File: src/rtl/alu_wb_stage.sv
// alu_wb_stage
//   Writeback/status stage behind the 8-bit ALU. Each accepted ALU beat is
//   queued in a small circular skid buffer. The register-file write port
//   drains that buffer over a valid/ready handshake. On the same accept edge
//   the beat can update the architectural flag register (carry, shift-carry,
//   gt, eq). The flag outputs feed back to the ALU and to the branch unit.
//
// Ports
//   Clk, Reset               clock, asynchronous active-high reset
//   in_valid / in_ready      ALU beat handshake (in_ready = not full)
//   Rslt, wr_addr, wr_en_in  beat payload stored in the buffer
//   Co, SCo, gt, eq, clear   ALU status inputs for the flag register
//   flag_we, flag_clr        flag update enable / clear (clear wins)
//   out_valid / out_ready    register-file handshake for the head entry
//   wb_data, wb_addr, wb_en  head entry toward the register file
//   Ci_q, SCi_q, gt_q, eq_q  registered flags
//   count                    number of entries held
module alu_wb_stage #(
  parameter int DW    = 8,
  parameter int AW    = 3,
  parameter int DEPTH = 2
) (
  input  logic                     Clk,
  input  logic                     Reset,
  input  logic                     in_valid,
  output logic                     in_ready,
  input  logic [DW-1:0]            Rslt,
  input  logic                     Co,
  input  logic                     SCo,
  input  logic                     gt,
  input  logic                     eq,
  input  logic                     clear,
  input  logic                     wr_en_in,
  input  logic [AW-1:0]            wr_addr,
  input  logic                     flag_we,
  input  logic                     flag_clr,
  output logic                     out_valid,
  input  logic                     out_ready,
  output logic [DW-1:0]            wb_data,
  output logic [AW-1:0]            wb_addr,
  output logic                     wb_en,
  output logic                     Ci_q,
  output logic                     SCi_q,
  output logic                     gt_q,
  output logic                     eq_q,
  output logic [$clog2(DEPTH):0]   count
);

  localparam int PW = $clog2(DEPTH);
  localparam int CW = PW + 1;
  localparam int EW = DW + AW + 1;

  // Entry layout: {data, addr, write-enable}
  logic [EW-1:0] mem_q [DEPTH];
  logic [EW-1:0] mem_d [DEPTH];
  logic [PW-1:0] wr_ptr_q, wr_ptr_d;
  logic [PW-1:0] rd_ptr_q, rd_ptr_d;
  logic [CW-1:0] count_q, count_d;
  logic [DW-1:0] hold_data_q, hold_data_d;
  logic [AW-1:0] hold_addr_q, hold_addr_d;
  logic          ci_d, sci_d, gt_d, eq_d;

  logic          push, pop;
  logic [EW-1:0] head;

  assign in_ready  = (count_q != CW'(DEPTH));
  assign out_valid = (count_q != '0);
  assign push      = in_valid & in_ready;
  assign pop       = out_valid & out_ready;
  assign head      = mem_q[rd_ptr_q];

  // While empty, wb_data/wb_addr show the last entry handed to the register file.
  // The slot under rd_ptr can hold an older entry at that point.
  assign wb_data = out_valid ? head[EW-1 -: DW] : hold_data_q;
  assign wb_addr = out_valid ? head[AW:1]       : hold_addr_q;
  assign wb_en   = out_valid & head[0];
  assign count   = count_q;

  always_comb begin
    mem_d       = mem_q;
    wr_ptr_d    = wr_ptr_q;
    rd_ptr_d    = rd_ptr_q;
    count_d     = count_q;
    hold_data_d = hold_data_q;
    hold_addr_d = hold_addr_q;
    ci_d        = Ci_q;
    sci_d       = SCi_q;
    gt_d        = gt_q;
    eq_d        = eq_q;

    if (push) begin
      mem_d[wr_ptr_q] = {Rslt, wr_addr, wr_en_in};
      // DEPTH is a power of two, so natural overflow of the pointer gives the wrap.
      wr_ptr_d = wr_ptr_q + PW'(1);
    end

    if (pop) begin
      rd_ptr_d    = rd_ptr_q + PW'(1);
      hold_data_d = head[EW-1 -: DW];
      hold_addr_d = head[AW:1];
    end

    case ({push, pop})
      2'b10:   count_d = count_q + CW'(1);
      2'b01:   count_d = count_q - CW'(1);
      default: count_d = count_q;
    endcase

    if (flag_clr) begin
      ci_d  = 1'b0;
      sci_d = 1'b0;
      gt_d  = 1'b0;
      eq_d  = 1'b0;
    end else if (push && flag_we) begin
      ci_d  = Co;
      sci_d = clear ? 1'b0 : SCo;
      gt_d  = gt;
      eq_d  = eq;
    end
  end

  always_ff @(posedge Clk or posedge Reset) begin
    if (Reset) begin
      for (int i = 0; i < DEPTH; i++) mem_q[i] <= '0;
      wr_ptr_q    <= '0;
      rd_ptr_q    <= '0;
      count_q     <= '0;
      hold_data_q <= '0;
      hold_addr_q <= '0;
      Ci_q        <= 1'b0;
      SCi_q       <= 1'b0;
      gt_q        <= 1'b0;
      eq_q        <= 1'b0;
    end else begin
      for (int i = 0; i < DEPTH; i++) mem_q[i] <= mem_d[i];
      wr_ptr_q    <= wr_ptr_d;
      rd_ptr_q    <= rd_ptr_d;
      count_q     <= count_d;
      hold_data_q <= hold_data_d;
      hold_addr_q <= hold_addr_d;
      Ci_q        <= ci_d;
      SCi_q       <= sci_d;
      gt_q        <= gt_d;
      eq_q        <= eq_d;
    end
  end

endmodule
File: config.mk
export PLATFORM = sky130hd
export DESIGN_NAME = alu_wb_stage
export DESIGN_NICKNAME = d
export VERILOG_FILES = /design/src/rtl/alu_wb_stage.sv
export SDC_FILE = /design/constraint.sdc
export NUM_CORES = 1
export LEC_CHECK = 0
export ABC_CLOCK_PERIOD_IN_PS = 1860
export CORE_MARGIN = 4
export CORE_UTILIZATION = 50
export CTS_CLUSTER_SIZE = 14
export DETAILED_ROUTE_END_ITERATION = 8
export PLACE_DENSITY = 0.83
export REMOVE_ABC_BUFFERS = 1
export SYNTH_ARGS = -nofsm -noshare
export SYNTH_HDL_FRONTEND = slang
export SYNTH_SLANG_ARGS = --single-unit
File: constraint.sdc
create_clock -name Clk -period 1.86 [get_ports Clk]
set_input_delay 0.186 -clock Clk [delete_from_list [all_inputs] [get_ports Clk]]
set_output_delay 0.186 -clock Clk [all_outputs]
set_load 0.01 [all_outputs]
==> results of run 1 <==
[flip-flops by register name, summed over array words and instances (netlist names)]
name,flops
Ci_q,1
SCi_q,1
count,2
eq_q,1
gt_q,1
hold_addr_q,3
hold_data_q,8
mem_q,24
rd_ptr_q,1
wr_ptr_q,1
[worst register-to-register path, cell delays in order, from the launching register on]
cell and delay (ns):
dfrtp_1 0.39, buf_4 0.16, nand2b_4 0.18, nand2_1 0.11, ha_1 0.33, nor2_1 0.15
xor2_1 0.15
[kinds of logic after synthesis]
group           after synthesis
buf+inv                      12
compound gates               23
mux                          40
simple gates                 38
flops                        43
fa+ha+maj                     1
xor+xnor                      5
[synthesized netlist by cell type]
master / number
ha_1: 1
nand2_1: 12
nor2_1: 14
nand3_4: 1
and3_1: 1
buf_2: 6
o21ai_1: 1
inv_1: 3
mux2_4: 20
a21oi_1: 11
xnor2_1: 4
clkbuf_2: 1
buf_6: 2
xor2_1: 1
or3b_2: 1
nand2b_1: 7
nand3b_4: 1
dfrtp_1: 43
o21ai_0: 11
mux2_2: 4
nand2b_4: 1
mux2i_1: 16
[layout make-up]
class | instances | area share [%]
Timing Repair inverter | 1 | 0.282
Multi-Input combinational cell | 107 | 33.5
Tap cell | 48 | 2.25
Timing Repair Buffer | 53 | 18.1
Sequential cell | 43 | 40.4
Clock inverter | 2 | 2.25
Inverter | 3 | 0.563
Clock buffer | 6 | 2.72
[metrics by stage]
stage | util (%) | hold slack (ns) | TNS (ns)
2_1_floorplan | - | 0.335 | -0.268
3_3_place_gp | 65.7 | 0.463 | -0.0135
3_5_place_dp | 65.7 | 0.472 | -0.228
4_1_cts | 70.2 | 0.352 | 0
5_1_grt | 70.2 | 0.382 | -0.0317
6_report | 70.2 | 0.329 | 0
[what timing repair did]
item                                   in CTS  in global routing
gates resized for setup                    15                 15
setup buffers                               4                  1
setup endpoints to repair                  12                 13
pin swaps                                   1                  1
endpoints found under the hold margin       0                  0
gates cloned                                1                  0
[power by group]
group          internal, W  switching, W  total, W  leakage, nW
clock             0.000537      0.000305  0.000842       0.0654
combinational      0.00132       0.00114   0.00246        0.693
sequential         0.00138      0.000263   0.00164        0.520
[worst paths after layout]
| check | startpoint | to | slack [ns] | cells after the start |
|---|---|---|---|---|
| min in group Clk | eq | eq_q | 0.46 | 3 |
| max in group asynchronous | Reset | hold_addr_q[0] | 1.17 | 3 |
| max reg2reg | count[0] | count[1] | 0.30 | 6 |
| max | count[0] | wb_data[3] | 0.05 | 6 |
| min | Reset | mem_q[20] | 0.33 | 3 |
| min reg2reg | hold_data_q[3] | hold_data_q[3] | 0.49 | 2 |
[metal layers]
layer | up-vias | track usage (%) | part of all wire (%)
met1 | 665 | 21.1 | 46
met3 | 4 | 5.19 | 6.0
met4 | 0 | 3.97 | 0.65
met2 | 53 | 29.7 | 48
met5 | - | 0 | 0
li1 | 652 | - | -
==> out/metrics.cfg, run 1 <==
[synth]
synth_area_um2=2030
muxShareOfSynthArea_pct=24.9
synthXorXnorAreaFrac_pct=2.16
synth_top_family_by_area=multiplexers
synth-simple-area-share_pct=10.2
synth_warnings=0
yosysTopAreaCell=dfrtp_1
yosys.area.top_type_share_pct=53.0
syn_area_per_cell_um2=12.5
ys_seq_area_share_pct=53.0
synth_cells=162
ys_ff_latch=43
synth_adder_area_share_pct=0.617
synth.distinct_cells=22
synth_compound_area_share_pct=5.67
synth_area_leaders=dfrtp_1 53%, mux2_4 15%, mux2i_1 7.9%

[placement]
dp.cells=249
routabilityCongestion=0.732
place_ws_ns=-0.0817
port_buffers=42
hpwl_mm=2.72
place_area_um2=2500

[route]
vias_per_cell=5.22
wirelength_mm=4.32
drtIter0Drc=75
via_count=1374
avgRoutedWirePerCell_um=16.4
drtAntennaViolNets=0
drt_drc_violations_left=0
dr.pass1.iters=6

[timing]
tightest_slew_ns=0.529
skew_ns=0.0106
fin_crit_ns=1.81
max_freq_mhz=554
maxSlewHeadroom_pct=64.7
hold_viol=0
fin_crit_sh_pct=97.1
drv_slew=0
final.setup.worst_slack_ns=0.0540
setup_viol=0

[pwr]
vdd_ir_drop_max_mv=1.09
power_density_nw_per_um2=1850
total_power_w=0.00494
p_leak_nw=1.28

[floorplan]
pin_count=43
die_w_um=71.7
core-area_um2=3800
die_area_um2=5140
die_h_um=71.7
row_count=22
start_util_pct=53.4

[grt]
grt_pass1_vias=1445
overflow=0
grt_max_degree=44
track_usage_pct=17.2
antenna_found_initial=0
grt_pass1_wl_mm=6.87

[final_layout]
final_cell_mix=43 x dfrtp_1, 29 x clkdlybuf4s50_1, 20 x mux2_4
antennaDiodeCount=0
final_cells=263
layout-drive-gt1-share_pct=25.1
postLayoutCellArea_um2=2670
layout_commonest_cell=dfrtp_1
fillCellCount=255
multi_input_area_um2=892
regArea_um2=1080
layout.nets=238
syn_to_final_growth_pct=31.3

[setup_path]
crit_fanout=8
crit_path_start_kind=register
crit_path_top_delay_cell=dfrtp_1
crit_family=buffers and inverters
path_cells=nor2_4, clkinvlp_4, buf_6, nor2_1, a21oi_1, dlygate4sd2_1
cp_slowest_stage_delay_ns=0.41
crit_required_ns=1.67
arrival_ns=1.62
crit_type=reg2out
cp-end-kind=output port
cp_num_buf_inv=3

[clock_network]
clk_pin_slew_ns=0.08
clock-root-buffer=clkbuf_8
numClockSinks=43
cts-htree-levels=2
cts_buffers=5
hold_buffers=0
clk_latency_ns=0.29
cts_tree=built
clockBufferDepth=2

[worst_hold_path]
holdCritPathClass=in2async

[run_status]
status=finished clean

[job]
cap_violations=0

(Power assumes the default switching activity.)
==> run 2: changes to the inputs <==
--- a/config.mk
+++ b/config.mk
@@ -5,12 +5,12 @@
 export SDC_FILE = /design/constraint.sdc
 export NUM_CORES = 1
 export LEC_CHECK = 0
-export ABC_CLOCK_PERIOD_IN_PS = 1860
+export ABC_CLOCK_PERIOD_IN_PS = 2200
 export CORE_MARGIN = 4
-export CORE_UTILIZATION = 50
+export CORE_UTILIZATION = 54
 export CTS_CLUSTER_SIZE = 14
 export DETAILED_ROUTE_END_ITERATION = 8
-export PLACE_DENSITY = 0.83
+export PLACE_DENSITY = 0.88
 export REMOVE_ABC_BUFFERS = 1
 export SYNTH_ARGS = -nofsm -noshare
 export SYNTH_HDL_FRONTEND = slang
==> constraint.sdc (replaced) <==
create_clock -name Clk -period 2.2 [get_ports Clk]
set_input_delay 0.22 -clock Clk [delete_from_list [all_inputs] [get_ports Clk]]
set_output_delay 0.22 -clock Clk [all_outputs]
set_load 0.01 [all_outputs]
==> out/metrics.cfg, run 2 (same netlist as run 1, synthesis figures left out) <==
[setup_path]
crit_path_end=out_valid
path_cells=nor2_4, clkinvlp_4, clkdlybuf4s50_1
ff2ff_path_depth=6
worst_r2r_endpoint=count[1]
crit_required_ns=1.98
crit_fanout=11
arrival_ns=1.74
rr_startpoint=count[0]
crit_path_top_delay_cell=clkdlybuf4s50_1
cp.depth=3
cp-end-kind=output port
ff2ff_setup_slack_ns=0.65
crit_path_start_kind=register
crit_family=buffers and inverters
crit_type=reg2out
critical_path.startpoint=count[1]
cp_num_buf_inv=2
cp_slowest_stage_delay_ns=0.54

[route]
vias_per_cell=5.37
avgRoutedWirePerCell_um=17.1
drt_drc_violations_left=0
dr.pass1.iters=4
via_count=1397
drtAntennaViolNets=0
drtIter0Drc=97
wirelength_mm=4.45

[floorplan]
row_count=22
core-area_um2=3630
die_w_um=69.3
pin_count=43
die_h_um=69.3
die_area_um2=4800
start_util_pct=55.9

[final_layout]
utilization_pct=73.2
largestRegisters=mem_q (24), hold_data_q (8), hold_addr_q (3)
layout_commonest_cell=dfrtp_1
syn_to_final_growth_pct=31.0
final_cell_mix=43 x dfrtp_1, 31 x clkdlybuf4s50_1, 20 x mux2_4
largest_reg_flops=24
antennaDiodeCount=0
top_register=mem_q
layout-drive-gt1-share_pct=21.7
fillCellCount=260
layout.nets=235

[grt]
grt_pass1_vias=1560
track_usage_pct=19.0
grt_max_degree=24
grt_pass1_wl_mm=7.21
antenna_found_initial=0
overflow=0

[timing]
fin_crit_ns=1.96
tightest_slew_ns=0.534
drv_slew=0
setup_viol=0
maxSlewHeadroom_pct=64.2
finalSetupTns_ns=0
hold_viol=0
skew_ns=0.00800
fin_crit_sh_pct=89.2
max_freq_mhz=509
rsz0062_at_grt=no

[placement]
hpwl_mm=3.05
routabilityCongestion=0.717
port_buffers=42

[job]
cap_violations=0

[worst_hold_path]
holdCritPathClass=in2async

[clock_network]
hold_buffers=0
cts-htree-levels=2
numClockSinks=43
clk_pin_slew_ns=0.08
clk_latency_ns=0.29
cts_buffers=5
clockBufferDepth=2
clock-root-buffer=clkbuf_8
cts_tree=built

[pwr]
vdd_ir_drop_max_mv=0.733
power_density_nw_per_um2=1530
p_leak_nw=1.32

[run_status]
status=finished clean

==> run 2: how the worst min path moves through the flow <==
| stage | slack [ns] | endpoint | depth (start not counted) | startpoint |
|---|---|---|---|---|
| after floorplan | 0.37 | mem_q[0] | 1 | wr_en_in |
| after global placement | 0.46 | hold_addr_q[0] | 2 | hold_addr_q[0] |
| after detailed placement | 0.47 | hold_addr_q[0] | 2 | hold_addr_q[0] |
| after CTS | 0.22 | Ci_q | 2 | Reset |
| after global routing | 0.24 | count[1] | 2 | Reset |
| final | 0.21 | Ci_q | 2 | Reset |
==> run 2: worst register-to-register path: cells and delay by family, from the launching register on <==
kind / cells / cell delay, ns
adder cells (fa/ha/maj): 1 / 0.33
flip-flops: 1 / 0.41
XOR/XNOR: 1 / 0.15
buffers and inverters: 1 / 0.16
AND/OR/NAND/NOR: 3 / 0.42
==> run 2: final cells by class <==
cell class,count,area (um2),area share [%]
Timing Repair Buffer,50,508,19.1
Timing Repair inverter,1,7.51,0.282
Multi-Input combinational cell,107,892,33.6
Inverter,3,15.0,0.565
Tap cell,48,60.1,2.26
Clock buffer,8,100,3.76
Sequential cell,43,1080,40.5
==> run 2: timing repair <==
item / 4_1_cts / 5_1_grt
pin swaps: 0 / 1
buffers inserted: 1 / 0
gates resized for setup: 4 / 11
cloned: 1 / 0
setup endpoints to repair: 11 / 11
==> run 2: through the flow <==
stage	setup WS (ns)	std cells	cell area [um2]	total power, W	hold slack (ns)
2_1_floorplan	0.160	153	1970	0.00261	0.369
3_3_place_gp	0.313	250	2500	0.00341	0.464
3_5_place_dp	0.247	250	2500	0.00352	0.471
4_1_cts	0.0474	260	2630	0.00414	0.216
5_1_grt	0.189	260	2660	0.00432	0.244
6_report	0.237	260	2660	0.00407	0.210
==> run 2: per-layer routing <==
| metal | up-vias | part of all wire, % | track usage (%) |
|---|---|---|---|
| met1 | 699 | 43 | 21.8 |
| met5 | - | 0 | 0 |
| li1 | 646 | - | - |
| met4 | 0 | 2.0 | 8.24 |
| met2 | 45 | 52 | 33.9 |
| met3 | 7 | 3.4 | 3.91 |
==> run 2: where the power goes <==
group	total [W]	leakage (nW)	switching (W)	internal [W]
Combinational	0.00213	0.750	0.000958	0.00117
Clock	0.000539	0.0515	0.000252	0.000286
Sequential	0.00140	0.520	0.000230	0.00117
Total	0.00407	1.32	0.00144	0.00263
